[config.mk]
export PLATFORM = sky130hd
export DESIGN_NAME = event_latch16
export DESIGN_NICKNAME = d
export VERILOG_FILES = /design/src/rtl/event_latch16_pkg.sv /design/src/rtl/event_latch16_prienc.sv /design/src/rtl/multigate_or16.sv /design/src/rtl/event_latch16.sv
export SDC_FILE = /design/constraint.sdc
export NUM_CORES = 1
export LEC_CHECK = 0
export CAP_MARGIN = 20
export CORE_ASPECT_RATIO = 1.2
export CORE_MARGIN = 2
export CORE_UTILIZATION = 32
export DETAILED_ROUTE_END_ITERATION = 8
export GPL_TIMING_DRIVEN = 0
export PLACE_DENSITY = 0.88
export SYNTH_ARGS = -nofsm -noshare
export SYNTH_HDL_FRONTEND = slang
export SYNTH_HIERARCHICAL = 1
export SYNTH_SLANG_ARGS = --single-unit
[constraint.sdc]
create_clock -name clk -period 1.65 [get_ports clk]
set_input_delay 0.165 -clock clk [delete_from_list [all_inputs] [get_ports clk]]
set_output_delay 0.165 -clock clk [all_outputs]
set_load 0.05 [all_outputs]
[src/rtl/event_latch16_pkg.sv]
// rtl/event_latch16_pkg.sv - shared constants and channel vector type for event_latch16
package event_latch16_pkg;

    localparam int WIDTH = 16;
    localparam int ID_W  = 4;

    typedef logic [WIDTH-1:0] chan_vec_t;
    typedef logic [ID_W-1:0]  chan_id_t;

endpackage

[src/rtl/event_latch16_prienc.sv]
// rtl/event_latch16_prienc.sv - combinational 16-to-4 priority encoder, bit 0 highest priority
module event_latch16_prienc
    import event_latch16_pkg::*;
(
    input  chan_vec_t req,
    output logic      vld,
    output chan_id_t  id
);

    // Scanning from the top down lets the lowest set bit make the final assignment.
    always_comb begin
        vld = |req;
        id  = '0;
        for (int i = WIDTH - 1; i >= 0; i--) begin
            if (req[i]) begin
                id = chan_id_t'(i);
            end
        end
    end

endmodule

[src/rtl/multigate_or16.sv]
// rtl/multigate_or16.sv - 16-input OR reduction shared by attention/interrupt aggregators
module multigate_or16 (
    input  logic [15:0] a,
    output logic        y
);

    assign y = |a;

endmodule

[src/rtl/event_latch16.sv]
// rtl/event_latch16.sv - 16-channel sticky event latch with mask, W1C and first-pending index; EVENT_LATCH16_SYNC_EN adds a 2-flop input synchronizer
module event_latch16
    import event_latch16_pkg::*;
#(
    parameter int WIDTH = 16,
    parameter int ID_W  = 4
) (
    input  logic             clk,
    input  logic             rst_n,
    input  logic [WIDTH-1:0] ev_in,
    input  logic [WIDTH-1:0] edge_mode,
    input  logic [WIDTH-1:0] mask,
    input  logic [WIDTH-1:0] clr,
    output logic [WIDTH-1:0] pend,
    output logic [WIDTH-1:0] pend_masked,
    output logic             irq,
    output logic             first_vld,
    output logic [ID_W-1:0]  first_id
);

    logic [WIDTH-1:0] ev_s;
    logic [WIDTH-1:0] prev;
    logic [WIDTH-1:0] hit;
    logic             irq_d;
    logic             enc_vld;
    chan_id_t         enc_id;

`ifdef EVENT_LATCH16_SYNC_EN
    logic [WIDTH-1:0] sync_q1;
    logic [WIDTH-1:0] sync_q2;

    always_ff @(posedge clk or negedge rst_n) begin
        if (!rst_n) begin
            sync_q1 <= '0;
            sync_q2 <= '0;
        end else begin
            sync_q1 <= ev_in;
            sync_q2 <= sync_q1;
        end
    end

    assign ev_s = sync_q2;
`else
    assign ev_s = ev_in;
`endif

    // prev tracks the input in every mode, so flipping a channel to edge mode
    // while its input is already high does not fabricate a rising edge.
    assign hit         = ev_s & ~(edge_mode & prev);
    assign pend_masked = pend & mask;

    multigate_or16 u_or (
        .a (pend_masked),
        .y (irq_d)
    );

    event_latch16_prienc u_prienc (
        .req (pend_masked),
        .vld (enc_vld),
        .id  (enc_id)
    );

    always_ff @(posedge clk or negedge rst_n) begin
        if (!rst_n) begin
            prev      <= '0;
            pend      <= '0;
            irq       <= 1'b0;
            first_vld <= 1'b0;
            first_id  <= '0;
        end else begin
            prev      <= ev_s;
            // A hit is OR-ed in after the clear so a same-cycle event wins.
            pend      <= (pend & ~clr) | hit;
            irq       <= irq_d;
            first_vld <= enc_vld;
            first_id  <= enc_vld ? enc_id : '0;
        end
    end

endmodule

==> results of run 1 <==
kinds of logic after synthesis:
logic type | Yosys count
buffers and inverters | 19
AND/OR/NAND/NOR | 62
AO/OA/AOI/OAI | 26
flip-flops | 38
power groups by stage:
stage	Combinational (mW)	Clock [mW]	Sequential, mW
after floorplan	0.287	0	1.23
after global placement	0.822	0	1.06
after detailed placement	0.831	0	1.06
after CTS	0.803	0.747	1.04
after global routing	0.848	0.791	1.05
final	0.800	0.721	1.04
through the flow:
step / hold WS (ns) / setup TNS [ns]
floorplan: -0.131 / -0.411
global placement: 0.509 / -20.06
detailed placement: 0.308 / -2.62
CTS: 0.335 / 0
global route: 0.332 / -0.293
finish: 0.343 / 0
worst register-to-register path, cell delays in order, from the launching register on:
cell and delay (ns):
dfrtp_2 0.42, and2_4 0.16, nor4_4 0.30, nand3_1 0.13, or3_4 0.36, and2_1 0.16
placed cells by master, fill, tap and decap left out, types with 2 or more instances in the layout:
cell / instances
a21oi_1: 3
clkbuf_8: 8
nand2_1: 21
and2_4: 15
nor2_1: 7
dfrtp_2: 3
dfrtp_1: 35
nand3_1: 2
nor4_1: 5
a31oi_1: 2
clkdlybuf4s50_1: 71
inv_1: 19
a22o_1: 16
and2_1: 4
dlygate4sd2_1: 25
dlymetal6s2s_1: 6
o21ai_0: 2
worst paths after layout:
kind	slack [ns]	endpoint	from
setup reg to reg	0.008	first_id[0]	pend[4]
max in group asynchronous	0.58	pend[7]	rst_n
setup / recovery	0.008	first_id[0]	pend[4]
hold / removal	0.34	prev[5]	ev_in[5]
min in group asynchronous	0.50	prev[1]	rst_n
hold reg to reg	0.52	pend[6]	pend[6]
repair_timing:
| item | in CTS | in global routing |
|---|---|---|
| gates resized for setup | 26 | 6 |
| buffers inserted | 0 | 1 |
| hold buffers | 1 | 0 |
| hold endpoints to repair | 9 | 0 |
| endpoints found under the setup margin | 27 | 11 |
sequential cells by signal, summed over array words and instances, names as in the netlist:
name	flops
prev	16
irq	1
pend	16
first_id	4
first_vld	1
routing by layer:
metal,part of all wire,up-vias,track usage,wire length (µm)
met3,0.063,13,0.0532,263
li1,-,710,-,-
met1,0.36,695,0.179,1500
met2,0.55,66,0.288,2300
met5,0,-,0,0
met4,0.024,0,0.0571,98
area by class of cell:
| class | instances | area share |
|---|---|---|
| Timing Repair Buffer | 105 | 0.366 |
| Sequential cell | 38 | 0.340 |
| Multi-Input combinational cell | 88 | 0.204 |
| Clock buffer | 8 | 0.0392 |
| Tap cell | 58 | 0.0258 |
| Inverter | 19 | 0.0254 |
==> out/metrics.cfg, run 1 <==
[run_status]
status=finished clean

[global_route]
first_global_vias=1443
grt_first_pass_wirelength_mm=6.49
grt_remaining_overflow=0
antenna_found_initial=0
grt_start_max_net_pins=39
grt_use_total=0.163

[sta]
worst_clock_skew_ns=0.00498
maxSlewViolCount=0
rsz0062_at_grt=true
fin_crit_ns=1.64
fin_crit_sh=0.995
worstMarginPinSlew_ns=0.806
finalHoldViolCount=0
final.setup.worst_slack_ns=0.00814
slew-limit-headroom=0.462
maxClockFrequency_mhz=609
setup_viol=0

[pwr]
p_seq_frac=0.406
p_comb_frac=0.312
p_switching_mw=0.800
finalPower_mw=2.56
clock_power_share=0.281
swShare=0.312
intPower_mw=1.76
worst_ir_drop_vdd_mv=0.505
p_leak_nw=1.36
p_per_area_nw_per_um2=911

[place]
place_hpwl_mm=3.36
place.gp.congestion=0.790
pre_cts_slack_ns=-0.200
dp_cells=306
portBuffers=103
dpl_cell_area_um2=2690

[clocking]
clock-sinks=38
cts_buffers=5
htreeDepth=2
clk_latency_ns=0.29
clockBufferDepth=2
clkTransAtPathRegs_ns=0.07
cts_root_buffer=clkbuf_8
cts_tree=built

[critical_path]
cp.buffers_inverters=0
cp_top_family=simple AND/OR/NAND/NOR gates
worstPathArrival_ns=1.82
setup.worst_path.class=reg -> reg
setup.worst_path.end_class=flip-flop
cp.depth=5
required_ns=1.83
reg2reg_depth=5
worstSetupStartpointType=flip-flop
crit_chain=and2_4 -> nor4_4 -> nand3_1 -> or3_4 -> and2_1
slowest_stage=dfrtp_2
max_stage_delay_ns=0.42
crit_fanout=5

[worst_hold_path]
hold-path-cell-count=1
hp-class=in -> reg

[synthesis]
synth_largest_area_cell=dfrtp_1
yosysMostFrequentCell=dfrtp_1
synthesis.area_um2=1540
synth_mux_area_frac=0
synth_xor_area_frac=0
yosysWarnings=6
synth_cell_types=21
syn-mean-instance-area_um2=10.6
synth_compound_area_frac=0.130
synth-adder-area-share=0
seq_area_frac_synth=0.616
synth_edf_count=0
synth_top_family_by_area=simple AND/OR/NAND/NOR gates
ys_ff_latch=38
synthTopCellsByCount=38 x dfrtp_1, 21 x nand2_1, 20 x and2_1
synth_area_leaders=dfrtp_1 62%, a22o_1 9.1%, and2_1 8.1%
syn_nets=211
synth_top_area_share=0.616
postSynthCellCount=145
synth_simple_gate_area_frac=0.207
ys_async_sr_fraction=1.00
synth_ff_type=dfrtp_1

[floorplanning]
core_region_area_um2=4630
ios=104
die_h_um=80.1
num_rows=27
initial_core_util=0.334
die_w_um=67.4
dieArea_um2=5400

[detailed_routing]
routed_wl_mm=4.17
route.vias.total=1484
firstDrtPassIters=5
via_per_inst=4.70
drt_iter0_drc=63
postRouteAntennaNets=0
avgRoutedWirePerCell_um=13.2
drc=0

[finish]
area_growth_pct=82.0
n_antenna_cell=0
fin_cells=316
seqCellArea_um2=955
nets=323
final_area_um2=2810
multi_input_area_um2=574
drive_gt1_frac=0.124
postLayoutCoreUtil=0.607
fillers=412

[run]
maxCapViolCount=0

(Power assumes the default switching activity.)
==> inputs of run 2 (changes only) <==
--- a/config.mk
+++ b/config.mk
@@ -12,7 +12,7 @@
 export DETAILED_ROUTE_END_ITERATION = 8
 export GPL_TIMING_DRIVEN = 0
 export PLACE_DENSITY = 0.88
+export SLEW_MARGIN = 10
 export SYNTH_ARGS = -nofsm -noshare
 export SYNTH_HDL_FRONTEND = slang
-export SYNTH_HIERARCHICAL = 1
 export SYNTH_SLANG_ARGS = --single-unit
==> run 2 against run 1 <==
  * Clock power is 6.8% lower
  * Area after synthesis up 0.41%
  * Worst setup slack improved by 0.048 ns
  * Wire length shrank 1.5%
  * Non-clock buffer count unchanged
  * Utilization shrank 1.4 points
==> out/metrics.cfg, run 2 <==
[global_route]
grt_start_max_net_pins=38
grt_use_met3=0.0574
grt_use_total=0.161
grt_remaining_overflow=0
antenna_found_initial=0
grt_first_pass_wirelength_mm=6.67
first_global_vias=1579
met1_usage=0.168
grt_most_used_layer=met2
met2_usage=0.296

[critical_path]
setup.worst_path.end_class=primary output
crit_path_end=first_vld
reg2reg_depth=4
required_ns=1.48
r2r-end=first_id[0]
crit_fanout=2
slowest_stage=clkdlybuf4s50_1
crit_start=first_vld
cp.depth=1
worstSetupStartpointType=flip-flop
worstPathArrival_ns=1.43
setup.worst_path.class=reg -> out
reg2reg_slack_ns=0.22
max_stage_delay_ns=0.80
cp_top_family=buffers and inverters
crit_chain=clkdlybuf4s50_1
cp.buffers_inverters=1
r2r_start=pend[11]

[synthesis]
synth_largest_area_cell=dfrtp_1
postSynthCellCount=158
synthTopCellsByCount=43 x nand2_1, 37 x dfrtp_1, 27 x inv_1
yosysMostFrequentCell=nand2_1
syn_nets=224
synth_ff_type=dfrtp_1
synth_cell_types=25
synth_top_area_share=0.597
ys_ff_latch=37
seq_area_frac_synth=0.597
syn-mean-instance-area_um2=9.81
synth_edf_count=0
synth_area_leaders=dfrtp_1 60%, nand2_1 10%, inv_1 6.5%
ys_async_sr_fraction=1.00
synthesis.area_um2=1550
yosysWarnings=0

[finish]
final_area_um2=2740
fin_cells=328
largest_registers=pend: 16 flops, prev: 16 flops, first_id: 4 flops
area_growth_pct=77.0
final_cell_mix=69 x clkdlybuf4s50_1, 43 x nand2_1, 36 x dfrtp_1, 27 x inv_1, 24 x dlygate4sd2_1
nets=335
drive_gt1_frac=0.0889
n_antenna_cell=0
layout_commonest_cell=clkdlybuf4s50_1

[sta]
fin_hold_ws_ns=0.344
finalHoldViolCount=0
rsz0062_at_grt=false
final.setup.worst_slack_ns=0.0558
fin_crit_sh=0.966
worst_clock_skew_ns=0.00526
worstMarginPinSlew_ns=0.790
slew-limit-headroom=0.473
maxSlewViolCount=0
maxClockFrequency_mhz=627
setup_viol=0
fin_crit_ns=1.59
fin_tns_setup_ns=0

[floorplanning]
dieArea_um2=5420
die_h_um=80.2
ios=104
core_region_area_um2=4630
die_w_um=67.5
initial_core_util=0.335
num_rows=27

[clocking]
clk_latency_ns=0.28
cts_tree=built
cts_root_buffer=clkbuf_8
clockBufferDepth=2
cts_buffers=5
clock-sinks=37
clkTransAtPathRegs_ns=0.07
htreeDepth=2

[detailed_routing]
avgRoutedWirePerCell_um=12.5
via_per_inst=4.52
routed_wl_mm=4.10
drt_iter0_drc=61
route.vias.total=1481
firstDrtPassIters=4
postRouteAntennaNets=0
drc=0

[pwr]
intPower_mw=1.65
p_leak_nw=1.37
p_per_area_nw_per_um2=892
p_seq_frac=0.417
swShare=0.327
worst_ir_drop_vdd_mv=0.513
clock_power_share=0.275
p_comb_frac=0.308
p_switching_mw=0.801

[worst_hold_path]
hp-class=in -> reg
min_from=ev_in[10]

[run_status]
status=finished clean

[place]
place.gp.congestion=0.765
pre_cts_slack_ns=-0.199
dp_cells=319
place_hpwl_mm=3.43
dpl_cell_area_um2=2660
portBuffers=103

[run]
maxCapViolCount=0

[run 2: area by class of cell]
type,instances,area (µm²)
Tap cell,58,72.6
Multi-Input combinational cell,93,523
Timing Repair Buffer,104,1010
Inverter,27,101
Buffer,1,7.51
Fill cell,388,1880
Sequential cell,37,927
Clock inverter,1,5.00
Clock buffer,7,96.3
[run 2: metal layers]
layer / part of all wire / wire length, µm / up-vias
li1: - / - / 729
met1: 0.36 / 1490 / 678
met2: 0.52 / 2140 / 69
met3: 0.11 / 432 / 5
met4: 0.011 / 45 / 0
met5: 0 / 0 / -
[run 2: kinds of logic (layout without fill, tap and decap cells)]
group,after synthesis,count (layout),synth area share
compound gates,31,31,0.130
flops,37,37,0.597
simple gates,62,62,0.203
buf+inv,28,140,0.0702
[run 2: worst min-delay path by stage]
stage / endpoint / slack [ns] / cells after the start
after global placement: pend[5] / 0.51 / 3
after CTS: prev[15] / 0.34 / 1
after detailed placement: prev[2] / 0.31 / 1
after global routing: prev[13] / 0.34 / 1
final: prev[10] / 0.34 / 1
after floorplan: first_id[0] / -0.13 / 0
[run 2: timing repair]
item                       4_1_cts  5_1_grt
hold endpoints to repair        27        0
resized for setup               29       10
gates cloned                     0        0
hold buffers                     1        0
setup endpoints to repair       29       10
buffers inserted                 0        0
[run 2: power by group through the flow]
stage	registers, mW	logic, mW	clock network, mW
6_report	1.02	0.755	0.672
5_1_grt	1.03	0.811	0.739
4_1_cts	1.02	0.763	0.699
3_3_place_gp	1.04	0.791	0
3_5_place_dp	1.04	0.800	0
2_1_floorplan	1.20	0.258	0
[run 2: stage by stage]
| stage | power [mW] | utilization |
|---|---|---|
| 5_1_grt | 2.58 | 0.593 |
| 3_3_place_gp | 1.83 | 0.575 |
| 2_1_floorplan | 1.46 | - |
| 3_5_place_dp | 1.84 | 0.574 |
| 4_1_cts | 2.48 | 0.590 |
| 6_report | 2.45 | 0.593 |
